## config.mk

```make
export PLATFORM = sky130hd
export DESIGN_NAME = pb_cursor_ctrl_flat
export DESIGN_NICKNAME = d
export VERILOG_FILES = /design/src/rtl/sudoku_pkg.sv /design/src/rtl/pb_cursor_ctrl_if.sv /design/src/rtl/pb_debounce.sv /design/src/rtl/pb_cursor_ctrl.sv /design/src/flat_wrapper.sv
export SDC_FILE = /design/constraint.sdc
export NUM_CORES = 1
export LEC_CHECK = 0
export CORE_MARGIN = 2
export CORE_UTILIZATION = 45
export CTS_BUF_LIST = sky130_fd_sc_hd__clkbuf_8 sky130_fd_sc_hd__clkbuf_16
export DETAILED_ROUTE_END_ITERATION = 8
export GPL_TIMING_DRIVEN = 0
export PLACE_DENSITY = 0.65
export SETUP_SLACK_MARGIN = 0.05
export SLEW_MARGIN = 20
export SYNTH_ARGS = -nofsm -noshare
export SYNTH_HDL_FRONTEND = slang
export SYNTH_SLANG_ARGS = --single-unit
```

## constraint.sdc

```tcl
create_clock -name clk -period 2.32 [get_ports clk]
set_clock_uncertainty 0.05 [all_clocks]
set_input_delay 0.348 -clock clk [delete_from_list [all_inputs] [get_ports clk]]
set_output_delay 0.348 -clock clk [all_outputs]
set_load 0.005 [all_outputs]
```

## src/rtl/sudoku_pkg.sv

```systemverilog
// Shared board geometry, button indices, controller states and small cursor/cell helpers.
package sudoku_pkg;

    localparam int BOARD_N = 9;
    localparam int CELL_W  = 4;
    localparam int ADDR_W  = 7;

    localparam int PB_UP    = 0;
    localparam int PB_DOWN  = 1;
    localparam int PB_LEFT  = 2;
    localparam int PB_RIGHT = 3;
    localparam int PB_CTR   = 4;

    // Encodings pinned so the state register matches the legacy bit patterns.
    localparam logic [1:0] ST_IDLE_ENC  = 2'd0;
    localparam logic [1:0] ST_FETCH_ENC = 2'd1;
    localparam logic [1:0] ST_WRITE_ENC = 2'd2;

    typedef enum logic [1:0] {
        ST_IDLE  = ST_IDLE_ENC,
        ST_FETCH = ST_FETCH_ENC,
        ST_WRITE = ST_WRITE_ENC
    } ctrl_state_t;

    function automatic logic [3:0] wrap_inc(input logic [3:0] v);
        return (v == 4'(BOARD_N - 1)) ? 4'd0 : v + 4'd1;
    endfunction

    function automatic logic [3:0] wrap_dec(input logic [3:0] v);
        return (v == 4'd0) ? 4'(BOARD_N - 1) : v - 4'd1;
    endfunction

    function automatic logic [CELL_W-1:0] next_val(input logic [CELL_W-1:0] v);
        return (v >= CELL_W'(9)) ? '0 : v + CELL_W'(1);
    endfunction

endpackage

```

## src/rtl/pb_cursor_ctrl_if.sv

```systemverilog
// Board RAM port: combinational read address, one-cycle-late read data, held write request.
interface pb_cursor_ctrl_if;
    import sudoku_pkg::*;

    logic [ADDR_W-1:0] rd_addr;
    logic [CELL_W-1:0] rd_data;
    logic              rd_fixed;
    logic              wr_req;
    logic [ADDR_W-1:0] wr_addr;
    logic [CELL_W-1:0] wr_data;
    logic              wr_ack;

    modport master (
        output rd_addr, wr_req, wr_addr, wr_data,
        input  rd_data, rd_fixed, wr_ack
    );

    modport slave (
        input  rd_addr, wr_req, wr_addr, wr_data,
        output rd_data, rd_fixed, wr_ack
    );

endinterface

```

## src/rtl/pb_debounce.sv

```systemverilog
// One-bit 2-flop synchronizer followed by a stable-count debouncer.
module pb_debounce #(
    parameter int DEBOUNCE_CYCLES = 100000
) (
    input  logic clk,
    input  logic rst,
    input  logic i_pb,
    output logic o_db
);

    localparam int CNT_W = $clog2(DEBOUNCE_CYCLES);

    logic [1:0]       r_sync;
    logic             r_db;
    logic [CNT_W-1:0] r_cnt;

    always_ff @(posedge clk) begin
        if (rst) begin
            r_sync <= '0;
            r_db   <= 1'b0;
            r_cnt  <= '0;
        end else begin
            r_sync <= {r_sync[0], i_pb};
            if (r_sync[1] == r_db) begin
                r_cnt <= '0;
            end else if (r_cnt == CNT_W'(DEBOUNCE_CYCLES - 1)) begin
                r_db  <= r_sync[1];
                r_cnt <= '0;
            end else begin
                r_cnt <= r_cnt + CNT_W'(1);
            end
        end
    end

    assign o_db = r_db;

endmodule

```

## src/rtl/pb_cursor_ctrl.sv

```systemverilog
// Push-button front panel: cursor movement, short-press cell increment via RMW, long-press solve start.
module pb_cursor_ctrl
    import sudoku_pkg::*;
#(
    parameter int DEBOUNCE_CYCLES = 100000,
    parameter int LONG_CYCLES     = 50000000
) (
    input  logic              clk,
    input  logic              rst,
    input  logic [4:0]        pb,
    input  logic              solver_busy,
    pb_cursor_ctrl_if.master  ram,
    output logic              start_solve,
    output logic [3:0]        cur_row,
    output logic [3:0]        cur_col
);

    localparam int HOLD_W = $clog2(LONG_CYCLES + 1);

    logic [4:0]        w_db;
    logic [4:0]        w_rise;
    logic              w_ctr_fall;
    logic              w_hold_full;
    logic              w_short;
    logic [ADDR_W-1:0] w_rd_addr;

    logic [4:0]        r_db_q;
    logic [HOLD_W-1:0] r_hold;
    logic              r_consumed;
    logic              r_start;
    logic [3:0]        r_row;
    logic [3:0]        r_col;
    ctrl_state_t       r_state;
    logic              r_wr_req;
    logic [ADDR_W-1:0] r_wr_addr;
    logic [CELL_W-1:0] r_wr_data;

    for (genvar gi = 0; gi < 5; gi++) begin : g_db
        pb_debounce #(
            .DEBOUNCE_CYCLES(DEBOUNCE_CYCLES)
        ) u_db (
            .clk  (clk),
            .rst  (rst),
            .i_pb (pb[gi]),
            .o_db (w_db[gi])
        );
    end

    assign w_rise      = w_db & ~r_db_q;
    assign w_ctr_fall  = ~w_db[PB_CTR] & r_db_q[PB_CTR];
    assign w_hold_full = (r_hold == HOLD_W'(LONG_CYCLES));
    // A press that reached the long threshold never turns into a short press on release.
    assign w_short     = w_ctr_fall & ~w_hold_full;
    assign w_rd_addr   = ADDR_W'(r_row) * ADDR_W'(BOARD_N) + ADDR_W'(r_col);

    always_ff @(posedge clk) begin
        if (rst) begin
            r_db_q     <= '0;
            r_hold     <= '0;
            r_consumed <= 1'b0;
            r_start    <= 1'b0;
            r_row      <= '0;
            r_col      <= '0;
            r_state    <= ST_IDLE;
            r_wr_req   <= 1'b0;
            r_wr_addr  <= '0;
            r_wr_data  <= '0;
        end else begin
            r_db_q  <= w_db;
            r_start <= 1'b0;

            if (w_rise[PB_CTR]) begin
                r_hold     <= '0;
                r_consumed <= 1'b0;
            end else begin
                if (w_db[PB_CTR] && !w_hold_full) begin
                    r_hold <= r_hold + HOLD_W'(1);
                end
                if (w_hold_full && !r_consumed) begin
                    r_consumed <= 1'b1;
                    r_start    <= ~solver_busy;
                end
            end

            case (r_state)
                ST_IDLE: begin
                    if (!solver_busy) begin
                        if (w_short) begin
                            r_state <= ST_FETCH;
                        end else if (w_rise[PB_UP]) begin
                            r_row <= wrap_dec(r_row);
                        end else if (w_rise[PB_DOWN]) begin
                            r_row <= wrap_inc(r_row);
                        end else if (w_rise[PB_LEFT]) begin
                            r_col <= wrap_dec(r_col);
                        end else if (w_rise[PB_RIGHT]) begin
                            r_col <= wrap_inc(r_col);
                        end
                    end
                end
                ST_FETCH: begin
                    if (ram.rd_fixed) begin
                        r_state <= ST_IDLE;
                    end else begin
                        r_wr_addr <= w_rd_addr;
                        r_wr_data <= next_val(ram.rd_data);
                        r_wr_req  <= 1'b1;
                        r_state   <= ST_WRITE;
                    end
                end
                ST_WRITE: begin
                    if (ram.wr_ack) begin
                        r_wr_req <= 1'b0;
                        r_state  <= ST_IDLE;
                    end
                end
                default: r_state <= ST_IDLE;
            endcase
        end
    end

    assign ram.rd_addr  = w_rd_addr;
    assign ram.wr_req   = r_wr_req;
    assign ram.wr_addr  = r_wr_addr;
    assign ram.wr_data  = r_wr_data;
    assign start_solve  = r_start;
    assign cur_row      = r_row;
    assign cur_col      = r_col;

endmodule

```

## src/flat_wrapper.sv

```systemverilog
// flat-port wrapper written by rule: the top's interface ports become plain ports
module pb_cursor_ctrl_flat import sudoku_pkg::*;
#(
    parameter int DEBOUNCE_CYCLES = 100000,
    parameter int LONG_CYCLES     = 50000000
)
  (clk, rst, pb, solver_busy, start_solve, cur_row, cur_col, ram_rd_addr, ram_wr_req, ram_wr_addr, ram_wr_data, ram_rd_data, ram_rd_fixed, ram_wr_ack);
  pb_cursor_ctrl_if ram_i ();
  input  logic clk;
  input  logic rst;
  input  logic [4:0] pb;
  input  logic solver_busy;
  output logic start_solve;
  output logic [3:0] cur_row;
  output logic [3:0] cur_col;
  output wire logic [$bits(ram_i.rd_addr)-1:0] ram_rd_addr;
  output wire logic [$bits(ram_i.wr_req)-1:0] ram_wr_req;
  output wire logic [$bits(ram_i.wr_addr)-1:0] ram_wr_addr;
  output wire logic [$bits(ram_i.wr_data)-1:0] ram_wr_data;
  input wire logic [$bits(ram_i.rd_data)-1:0] ram_rd_data;
  input wire logic [$bits(ram_i.rd_fixed)-1:0] ram_rd_fixed;
  input wire logic [$bits(ram_i.wr_ack)-1:0] ram_wr_ack;
  assign ram_rd_addr = ram_i.rd_addr;
  assign ram_wr_req = ram_i.wr_req;
  assign ram_wr_addr = ram_i.wr_addr;
  assign ram_wr_data = ram_i.wr_data;
  assign ram_i.rd_data = ram_rd_data;
  assign ram_i.rd_fixed = ram_rd_fixed;
  assign ram_i.wr_ack = ram_wr_ack;
  pb_cursor_ctrl #(.DEBOUNCE_CYCLES(DEBOUNCE_CYCLES), .LONG_CYCLES(LONG_CYCLES)) u_core (.clk(clk), .rst(rst), .pb(pb), .solver_busy(solver_busy), .ram(ram_i), .start_solve(start_solve), .cur_row(cur_row), .cur_col(cur_col));
endmodule
```

# Yosys cells after proc, flatten, opt, wreduce, memory -nomap -nowiden
# Index checks and enable logic that the tools add are counted.
# totals
input_bits	14
reg_bits	155
word_cells	119
# classes
bitwise_logic	17
muxes	17
order_cmp	1
multipliers	1
addsub	12
eq_ne	19
n_reduce_logical	27
# ops
cell	count
$add 17x1->17 const B	5
$eq 17x17->1 const B	5
$mux 4	9
$add 26x1->26 const B	1
$eq 26x26->1 const B	1
$reduce_or 3->1	6
$not 1->1	13
$add 4x1->4 const B	3
$reduce_and 2->1	6
$eq 4x4->1 const B	2
$logic_not 4->1	2
$mux 2	4
$sub 4x1->4 const B	2
$add 7x4->7	1
$mul 4x4->7 const B	1
$ne 2x2->1 const B	3
$pmux 2 s3	1
$reduce_and 3->1	2
$reduce_and 6->1	1
$reduce_bool 2->1	3
$and 5x5->5	1
$eq 1x1->1	5
$not 5->5	1
$ge 4x4->1 const B	1
11 further kinds	15

# Logic depth before layout (Yosys ltp)
# Gate-level depths: netlist of the first run.
# logic_depth
word_depth	6
ltp_mapped	8
mapped_depth_nobuf	8

# By module
# From an unflattened synthesis of the first run, not the netlist that was laid out.
# unflattened
cells_unflattened	829
area_unflattened_um2	7357.1
# modules_own_cells
mod	n_inst	cells_per_inst	seq_area_each_um2	area_each_um2
pb_debounce (u_core.g_db[0].u_db ...)	4	92	400.4	863.3
pb_cursor_ctrl	1	363	1101.1	2999.1
pb_debounce (u_core.g_db[4].u_db)	1	98	400.4	904.6

# Worst setup path after synthesis of the first run
# Ideal clock, no wire load.
# synth_timing
path_kind	reg2out
startpoint	reg u_core.r_row[0] (netlist: u_core.cur_row[0])
endpoint	out ram_rd_addr[6]
t_arrival_ps	1939
path_stages_with_launch	9
required_time_ps	1922
path_buffers	0
path_slack_ps	-17
path_cell_list	dfxtp_1 ha_1 ha_1 ha_1 nand2_1 o21ai_0 o21a_1 o21a_1 nor2_1
# synth_between
elab_chain_len	2
# synth_lines
element	line	text
start: declaration	pb_cursor_ctrl.sv:31	logic [3:0] r_row;
start signal: assignment	pb_cursor_ctrl.sv:91	r_row <= wrap_dec(r_row);
start signal: assignment	pb_cursor_ctrl.sv:93	r_row <= wrap_inc(r_row);
$mul 4x4->7	pb_cursor_ctrl.sv:54	assign w_rd_addr = ADDR_W'(r_row) * ADDR_W'(BOARD_N) + ADDR_W'(r_col);
$add 7x4->7	pb_cursor_ctrl.sv:54	
end: declaration	flat_wrapper.sv:16	output wire logic [$bits(ram_i.rd_addr)-1:0] ram_rd_addr;
# Every way passes these cells.

# Worst setup path in the final report of the first run
# layout_timing
startpoint	reg u_core.r_col[1] (netlist: u_core.cur_col[1])
endpoint	out ram_rd_addr[5]
# layout_between
elab_chain_len	1
# layout_lines
element	line	text
start: declaration	pb_cursor_ctrl.sv:32	logic [3:0] r_col;
start signal: assignment	pb_cursor_ctrl.sv:95	r_col <= wrap_dec(r_col);
start signal: assignment	pb_cursor_ctrl.sv:97	r_col <= wrap_inc(r_col);
$add 7x4->7	pb_cursor_ctrl.sv:54	
# Every way passes these cells.

==> results of run 1 <==
through the flow:
step,area [µm²],worst slack (ns),utilization
final,8820,-0.280,0.561
after global routing,8820,-0.369,0.561
after CTS,8710,-0.289,0.554
after detailed placement,7840,-0.558,0.499
after global placement,7840,-0.534,0.499
after floorplan,7160,0.0631,-
worst max path at each step:
stage,start,end,slack (ns),cells after the start
6_report,u_core.cur_col[1],ram_rd_addr[5],-0.28,7
5_1_grt,u_core.cur_row[0],ram_rd_addr[6],-0.37,9
4_1_cts,u_core.cur_row[0],ram_rd_addr[6],-0.29,9
3_5_place_dp,u_core.cur_col[2],ram_rd_addr[6],-0.56,8
3_3_place_gp,u_core.cur_col[2],ram_rd_addr[6],-0.53,8
2_1_floorplan,u_core.cur_row[0],ram_rd_addr[6],0.06,8
area by class of cell:
| type | count | area [µm²] | share of cell area |
|---|---|---|---|
| well taps | 216 | 270 | 0.0306 |
| clock inverters | 13 | 168 | 0.0190 |
| repair buffers | 60 | 542 | 0.0614 |
| flip-flops and latches | 155 | 3130 | 0.355 |
| clock buffers | 19 | 453 | 0.0513 |
| plain buffers | 27 | 140 | 0.0159 |
| multi-input cells | 621 | 4000 | 0.454 |
| inverters | 31 | 116 | 0.0132 |
per-layer routing:
metal	routed length, µm	global-route usage
met1	6900	0.229
met4	326	0.0848
met2	6540	0.279
met3	542	0.0451
met5	0	0
cells in the mapped netlist (all sizes together), types with 12 or more instances:
cell / count / area (µm²)
nor2: 161 / 604
xnor2: 57 / 499
ha: 25 / 313
xor2: 50 / 438
nand3: 40 / 200
clkbuf: 21 / 82.6
nand4: 26 / 163
inv: 31 / 116
o21ai: 13 / 68.8
or3: 13 / 81.3
dfxtp: 155 / 3100
nor2b: 19 / 119
nor3: 19 / 95.1
a21oi: 26 / 130
nor4: 12 / 75.1
nand2: 67 / 251
critical path, stage by stage, from the launching register on:
cell and delay [ns]:
dfxtp_4 0.36, ha_4 0.24, ha_4 0.16, fa_2 0.36
a21o_1 0.19, a21oi_2 0.15, xnor2_1 0.16, buf_2 0.16
what timing repair did:
action                     4_1_cts  5_1_grt
resized for setup               57       23
setup buffers                   12        8
pin swaps                       14       12
setup endpoints to repair       48       69
sequential cells by signal, summed over array words and instances (netlist names):
name                     cells
u_core.r_consumed            1
u_core.g_db.u_db.r_sync     10
u_core.r_db_q                5
u_core.r_state               2
u_core.ram.wr_data           4
u_core.ram.wr_addr           7
u_core.g_db.u_db.r_cnt      85
u_core.ram.wr_req            1
u_core.g_db.u_db.o_db        5
u_core.cur_col               4
u_core.start_solve           1
u_core.cur_row               4
u_core.r_hold               26
cell families after synthesis:
logic type,after synthesis,synth area share
xor+xnor,107,0.131
buf+inv,61,0.0343
compound gates,71,0.0652
flops,155,0.434
fa+ha+maj,26,0.0465
simple gates,410,0.279
mux,7,0.00997
power groups by stage:
stage / sequential, mW / clock, mW / combinational [mW]
after floorplan: 2.74 / 0 / 0.0507
after global placement: 2.74 / 0 / 0.0982
after detailed placement: 2.74 / 0 / 0.0982
after CTS: 2.67 / 2.93 / 0.0997
after global routing: 2.67 / 3.06 / 0.110
final: 2.67 / 2.87 / 0.0982
cell usage in the layout (no fill, tap or decap), types with 12 or more instances in the layout:
| master | count |
|---|---|
| clkbuf_16 | 17 |
| nor2b_1 | 19 |
| inv_1 | 31 |
| dfxtp_1 | 145 |
| nor3_1 | 17 |
| or3_1 | 12 |
| a21oi_1 | 23 |
| nand4_1 | 26 |
| nand3_1 | 39 |
| buf_4 | 19 |
| clkbuf_1 | 16 |
| nor2_1 | 161 |
| xnor2_1 | 57 |
| ha_1 | 15 |
| clkdlybuf4s50_1 | 36 |
| xor2_1 | 49 |
| nand2_1 | 66 |
==> results.py, run 1 <==
metrics = {
    "run_status": {
        "status": "finished, violations left",
        "violations": "setup timing",
    },
    "setup_path": {
        "r2r_cells": 6,
        "r2r-start": "u_core.r_hold[16]",
        "critical_path_arrival_ns": 2.20,
        "cp.required_ns": 1.92,
        "path_class": "register to primary output",
        "crit_fanout": 2,
        "timing.rr.end": "u_core.cur_col[3]",
        "crit_path_start_kind": "register",
        "crit_path_end_kind": "primary output",
        "rrSetupSlack_ns": 0.05,
    },
    "grt": {
        "grt_max_degree": 17,
        "grt_usage": 0.178,
        "grt_overflow": 0,
        "grt_pass1_wl_um": 24100,
        "antenna_found_initial": 0,
        "grt_pass1_vias": 5319,
    },
    "placed_design": {
        "dp.cells": 1094,
        "io_buffer_count": 41,
        "routabilityCongestion": 0.790,
        "hpwl_um": 9590,
    },
    "final_layout": {
        "final_layout_size_suffix_gt1_frac": 0.123,
        "num-nets-final": 953,
        "fillers": 1436,
        "layoutNonFillerInstCount": 1142,
        "diodes": 0,
        "syn2layout_area_growth_pct": 23.3,
    },
    "clock_tree": {
        "clkTransAtPathRegs_ns": 0.06,
        "cts_tree": "built",
        "h-tree-depth": 4,
        "clk_latency_ns": 0.42,
        "cts.sinks": 155,
        "cts_buffers": 17,
        "cts-root-buf": "clkbuf_16",
        "cts_buffer_depth": 2,
        "ctsHoldBuffers": 0,
    },
    "synth": {
        "yosysSeqAreaShare": 0.434,
        "ys_ff_latch": 155,
        "syn_area_um2": 7160,
        "synth_ff_type": "dfxtp_1",
        "synth_cell_types": 61,
        "async_flop_share": 0,
        "synth_edf_count": 0,
        "synthCells": 837,
        "ys_warn_count": 0,
        "synthesis.nets": 877,
        "syn_area_per_cell_um2": 8.55,
    },
    "sta": {
        "rsz0062_at_grt": "yes",
        "tns_ns": -0.665,
        "hold_violations": 0,
        "setup_viol": 4,
        "drv_slew": 0,
        "whs_ns": 0.369,
        "worstMarginPinSlew_ns": 0.724,
        "layout_setup_ws_ns": -0.280,
        "fmax_mhz": 385,
        "period_needed_ns": 2.60,
        "post-route-period-util": 1.12,
        "relSlewSlack": 0.514,
    },
    "route": {
        "drtIter0Drc": 278,
        "postRouteAntennaNets": 0,
        "routed_via_density": 5.06,
        "firstDrtPassIters": 5,
        "drc": 0,
        "wl_um": 14300,
        "num_vias": 5773,
        "wl_per_cell_um": 12.5,
    },
    "worst_hold_path": {
        "min_to": "u_core.start_solve",
        "min_path_cells": 1,
        "min-delay-start": "u_core.r_consumed",
        "hold_path.class": "register to register",
    },
    "floorplanning": {
        "die_w_um": 130,
        "initial_core_util": 0.455,
        "die_area_um2": 16900,
        "die_h_um": 130,
        "core_um2": 15700,
        "rows": 46,
        "io_pins": 42,
    },
    "power_and_ir_drop": {
        "power_frac_clock": 0.509,
        "power_frac_comb": 0.017,
        "p_total_mw": 5.64,
        "seqPwrFrac": 0.474,
        "p_leak_nw": 2.99,
        "p_switching_mw": 1.17,
        "powerDensity_nw_per_um2": 639,
        "intPower_mw": 4.46,
        "ir_worst_vdd_mv": 0.554,
        "swShare": 0.208,
    },
    "run": {
        "max-cap-violations": 0,
    },
}
Note: power is estimated with default switching activity, not from simulation.
==> run 2, diff against run 1 <==
--- a/config.mk
+++ b/config.mk
@@ -5,7 +5,6 @@
 export SDC_FILE = /design/constraint.sdc
 export NUM_CORES = 1
 export LEC_CHECK = 0
-export CORE_MARGIN = 2
 export CORE_UTILIZATION = 45
 export CTS_BUF_LIST = sky130_fd_sc_hd__clkbuf_8 sky130_fd_sc_hd__clkbuf_16
 export DETAILED_ROUTE_END_ITERATION = 8
==> run 2 against run 1 <==
Effect of this change: the run still ends with setup timing left; die area decreased by 3.1%; sequential power hardly changed; via count is essentially flat; critical endpoint is now ram_rd_addr[6]; largest power group is now registers.
==> results.py, run 2 (same netlist as run 1, synthesis figures left out) <==
metrics = {
    "placed_design": {
        "place_ws_ns": -0.546,
        "hpwl_um": 9410,
        "io_buffer_count": 41,
        "routabilityCongestion": 0.843,
    },
    "clock_tree": {
        "cts_tree": "built",
        "cts-root-buf": "clkbuf_16",
        "cts.sinks": 155,
        "ctsHoldBuffers": 0,
        "clkTransAtPathRegs_ns": 0.06,
        "cts_buffers": 17,
        "h-tree-depth": 4,
        "cts_buffer_depth": 2,
        "clk_latency_ns": 0.43,
    },
    "worst_hold_path": {
        "min-delay-start": "u_core.r_consumed",
        "min_to": "u_core.start_solve",
        "min_path_cells": 1,
        "hold_path.class": "register to register",
    },
    "setup_path": {
        "crit_path_max_incr_delay_ns": 0.36,
        "path_cells": "ha_4, ha_4, ha_4, nand2_2, o21ai_2, o21a_1, o21a_1, nor2_1, buf_2",
        "r2r-start": "u_core.cur_row[0]",
        "crit_top_cell": "ha_4",
        "cp_slowest_cell": "dfxtp_4",
        "crit_path_end_kind": "primary output",
        "cp.required_ns": 1.92,
        "path_class": "register to primary output",
        "critical_path_arrival_ns": 2.25,
        "r2r_cells": 9,
        "cp.buffers_inverters": 1,
        "timing.rr.end": "u_core.ram.wr_addr[6]",
        "crit_path_start_kind": "register",
        "path_delay_family": "adder cells",
        "crit_fanout": 3,
        "rrSetupSlack_ns": 0.05,
    },
    "final_layout": {
        "final_layout_size_suffix_gt1_frac": 0.131,
        "seqCellArea_um2": 3130,
        "fillers": 1365,
        "multiInputGateArea_um2": 4070,
        "largest_reg_flops": 85,
        "final_cell_mix": "nor2_1, dfxtp_1, nand2_1",
        "mostFrequentLayoutCell": "nor2_1",
        "fin_util": 0.575,
        "reg.largest.list": "u_core.g_db.u_db.r_cnt x85, u_core.r_hold x26, u_core.g_db.u_db.r_sync x10",
        "diodes": 0,
        "top_register": "u_core.g_db.u_db.r_cnt",
        "num-nets-final": 959,
        "syn2layout_area_growth_pct": 23.6,
    },
    "power_and_ir_drop": {
        "powerDensity_nw_per_um2": 604,
        "p_leak_nw": 2.98,
        "ir_worst_vdd_mv": 0.534,
    },
    "floorplanning": {
        "rows": 45,
        "core_um2": 15400,
        "initial_core_util": 0.466,
        "die_h_um": 128,
        "die_w_um": 128,
        "die_area_um2": 16400,
        "io_pins": 42,
    },
    "sta": {
        "rsz0062_at_grt": "yes",
        "setup_viol": 4,
        "fmax_mhz": 377,
        "hold_violations": 0,
        "relSlewSlack": 0.538,
        "drv_slew": 0,
        "worstMarginPinSlew_ns": 0.688,
        "post-route-period-util": 1.14,
        "period_needed_ns": 2.65,
        "layout_setup_ws_ns": -0.333,
    },
    "grt": {
        "top_usage_layer": "met2",
        "grt_usage": 0.193,
        "met3_usage": 0.0559,
        "antenna_found_initial": 0,
        "use_met1": 0.241,
        "use_met2": 0.313,
        "grt_max_degree": 17,
        "grt_pass1_vias": 5523,
        "grt_pass1_wl_um": 25400,
        "grt_overflow": 0,
    },
    "run_status": {
        "status": "finished, violations left",
        "violations": "setup timing",
    },
    "route": {
        "drc": 0,
        "num_vias": 5769,
        "drtIter0Drc": 292,
        "routed_via_density": 5.05,
        "postRouteAntennaNets": 0,
        "wl_per_cell_um": 12.8,
        "firstDrtPassIters": 4,
        "wl_um": 14700,
    },
    "run": {
        "max-cap-violations": 0,
    },
}
-- run 2: repair_timing --
item	4_1_cts	5_1_grt
pin swaps	12	17
gates cloned	0	1
buffers inserted	11	13
gates resized for setup	57	32
setup endpoints to repair	38	68
-- run 2: where the power goes --
part / switching, mW / internal [mW] / total [mW]
logic: 0.0555 / 0.0413 / 0.0968
clock network: 1.16 / 1.41 / 2.58
registers: 0.00571 / 2.66 / 2.67
-- run 2: cell type report --
type,instances,area share
inverter,31,0.0132
clock buffer,18,0.0497
sequential,155,0.354
multi-input combinational,622,0.460
timing repair buffer,64,0.0640
clock inverter,14,0.0125
buffer,28,0.0171
tap,211,0.0299
-- run 2: worst max-delay path by stage --
stage | slack (ns) | cells past startpoint | endpoint | start
after global routing | -0.40 | 9 | ram_rd_addr[6] | u_core.cur_row[0]
after global placement | -0.55 | 9 | ram_rd_addr[6] | u_core.cur_row[0]
after CTS | -0.31 | 9 | ram_rd_addr[6] | u_core.cur_row[0]
after floorplan | 0.06 | 8 | ram_rd_addr[6] | u_core.cur_row[0]
after detailed placement | -0.55 | 8 | ram_rd_addr[6] | u_core.cur_col[2]
final | -0.33 | 9 | ram_rd_addr[6] | u_core.cur_row[0]
-- run 2: stage by stage --
| stage | total power, mW | TNS [ns] | cell area, µm² | std cells | hold WS, ns |
|---|---|---|---|---|---|
| global placement | 2.83 | -7.13 | 7830 | 1089 | 0.365 |
| global route | 5.54 | -1.09 | 8840 | 1143 | 0.407 |
| floorplan | 2.79 | 0 | 7160 | 837 | 0.347 |
| CTS | 5.41 | -0.848 | 8620 | 1132 | 0.383 |
| detailed placement | 2.83 | -8.09 | 7830 | 1089 | 0.369 |
| finish | 5.34 | -0.852 | 8840 | 1143 | 0.379 |
-- run 2: routing by layer --
metal | vias to the layer above | routed length [µm]
met1 | 2635 | 6840
met3 | 30 | 721
met2 | 113 | 6790
met4 | 0 | 302
li1 | 2991 | -
met5 | - | 0
-- run 2: worst register-to-register path: cells and delay by family, from the launching register on --
family	cells	cell delay (ns)
AOI/OAI and AO/OA	4	0.85
DFF	1	0.36
adders and majority gates	3	0.70
buffers and inverters	1	0.13
and+or+nand+nor	1	0.06
==> run 3, diff against run 2 <==
--- a/config.mk
+++ b/config.mk
@@ -6,7 +6,7 @@
 export NUM_CORES = 1
 export LEC_CHECK = 0
 export CORE_UTILIZATION = 45
-export CTS_BUF_LIST = sky130_fd_sc_hd__clkbuf_8 sky130_fd_sc_hd__clkbuf_16
+export CTS_BUF_LIST = sky130_fd_sc_hd__clkbuf_16
 export DETAILED_ROUTE_END_ITERATION = 8
 export GPL_TIMING_DRIVEN = 0
 export PLACE_DENSITY = 0.65
==> run 3 against run 2 <==
Effect of this change: the run still ends with setup timing left; global-route usage hardly changed; wire length shrank 0.10%; highest routed layer unchanged; flip-flop and latch count unchanged.
==> results.py, run 3 (same netlist as run 1, synthesis figures left out) <==
metrics = {
    "route": {
        "wl_um": 14600,
        "firstDrtPassIters": 4,
        "top_layer": "met4",
        "met1_length_um": 6840,
        "drtIter0Drc": 287,
        "wl_met3_um": 739,
        "dr_wl_met2_um": 6770,
        "num_vias": 5765,
        "drc": 0,
        "routed_via_density": 5.04,
        "wl_per_cell_um": 12.8,
        "postRouteAntennaNets": 0,
    },
    "final_layout": {
        "final_layout_size_suffix_gt1_frac": 0.130,
        "top_register": "u_core.g_db.u_db.r_cnt",
        "reg.largest.list": "u_core.g_db.u_db.r_cnt x85, u_core.r_hold x26, u_core.g_db.u_db.r_sync x10",
        "syn2layout_area_growth_pct": 23.4,
        "num-nets-final": 959,
        "mostFrequentLayoutCell": "nor2_1",
        "diodes": 0,
        "final_cell_mix": "nor2_1, dfxtp_1, nand2_1",
        "largest_reg_flops": 85,
    },
    "placed_design": {
        "routabilityCongestion": 0.843,
        "io_buffer_count": 41,
        "hpwl_um": 9410,
    },
    "clock_tree": {
        "cts_tree": "built",
        "clkTransAtPathRegs_ns": 0.06,
        "cts-root-buf": "clkbuf_16",
        "clk_latency_ns": 0.43,
        "h-tree-depth": 4,
        "cts_buffers": 17,
        "cts.sinks": 155,
        "cts_buffer_depth": 2,
    },
    "floorplanning": {
        "die_w_um": 128,
        "rows": 45,
        "io_pins": 42,
        "die_area_um2": 16400,
        "core_um2": 15400,
        "initial_core_util": 0.466,
        "die_h_um": 128,
    },
    "setup_path": {
        "cp.required_ns": 1.92,
        "crit_fanout": 3,
        "rrSetupSlack_ns": 0.06,
        "path_class": "register to primary output",
        "crit_path_start_kind": "register",
        "crit_path_end_kind": "primary output",
        "critical_path_arrival_ns": 2.25,
    },
    "sta": {
        "whs_ns": 0.379,
        "relSlewSlack": 0.538,
        "worstMarginPinSlew_ns": 0.688,
        "rsz0062_at_grt": "yes",
        "setup_viol": 4,
        "fmax_mhz": 377,
        "layout_setup_ws_ns": -0.333,
        "post-route-period-util": 1.14,
        "drv_slew": 0,
        "tns_ns": -0.854,
        "hold_violations": 0,
        "period_needed_ns": 2.65,
    },
    "power_and_ir_drop": {
        "p_total_mw": 5.31,
        "powerDensity_nw_per_um2": 601,
        "ir_worst_vdd_mv": 0.534,
        "p_leak_nw": 2.97,
    },
    "run_status": {
        "violations": "setup timing",
        "status": "finished, violations left",
    },
    "grt": {
        "grt_pass1_vias": 5518,
        "antenna_found_initial": 0,
        "grt_max_degree": 17,
        "grt_overflow": 0,
        "grt_pass1_wl_um": 25300,
        "grt_usage": 0.193,
    },
    "worst_hold_path": {
        "hold_path.class": "register to register",
    },
    "run": {
        "max-cap-violations": 0,
    },
}
-- run 3: cell count changes in the layout (fill, tap and decap cells not counted), sizes merged --
cell	previous run	this run
clkbuf	41	40
clkinv	4	5
-- run 3: worst paths after layout --
check                    startpoint                    end  cells after the start
setup / recovery  u_core.cur_row[0]         ram_rd_addr[6]                      9
hold / removal    u_core.r_consumed     u_core.start_solve                      1
setup reg to reg  u_core.cur_row[0]  u_core.ram.wr_addr[6]                      9
hold reg to reg   u_core.r_consumed     u_core.start_solve                      1
-- run 3: cell type report --
class / count / area [µm²]
fillers: 1367 / 6540
flip-flops and latches: 155 / 3130
repair buffers: 64 / 566
clock buffers: 17 / 425
inverters: 31 / 116
plain buffers: 28 / 151
multi-input cells: 622 / 4070
clock inverters: 15 / 114
well taps: 211 / 264
-- run 3: worst max-delay path: stages (launching register included) --
cell	delay (ns)
dfxtp_4	0.36
ha_4	0.24
ha_4	0.24
ha_4	0.28
nand2_2	0.05
o21ai_2	0.16
o21a_1	0.18
o21a_1	0.15
nor2_1	0.05
buf_2	0.13
-- run 3: per-stage QoR --
step / cell area [µm²] / instances / worst slack, ns / utilization
after floorplan: 7160 / 837 / 0.0631 / -
after global placement: 7830 / 1089 / -0.551 / 0.509
after detailed placement: 7830 / 1089 / -0.546 / 0.509
after CTS: 8610 / 1132 / -0.309 / 0.560
after global routing: 8830 / 1143 / -0.396 / 0.575
final: 8830 / 1143 / -0.333 / 0.575
-- run 3: what timing repair did --
action | in CTS | in global routing
endpoints found under the hold margin | 0 | 0
hold buffers | 0 | 0
gates cloned | 0 | 1
endpoints found under the setup margin | 38 | 68
resized for setup | 57 | 32
pin swaps | 12 | 17
setup buffers | 11 | 13
-- run 3: power breakdown --
group / internal, mW / switching (mW)
logic: 0.0413 / 0.0556
clock network: 1.38 / 1.16
registers: 2.66 / 0.00559
-- run 3: layer usage --
metal / global-route usage / up-vias
li1: - / 2993
met1: 0.241 / 2631
met2: 0.312 / 115
met3: 0.0559 / 26
met4: 0.0768 / 0
met5: 0 / -
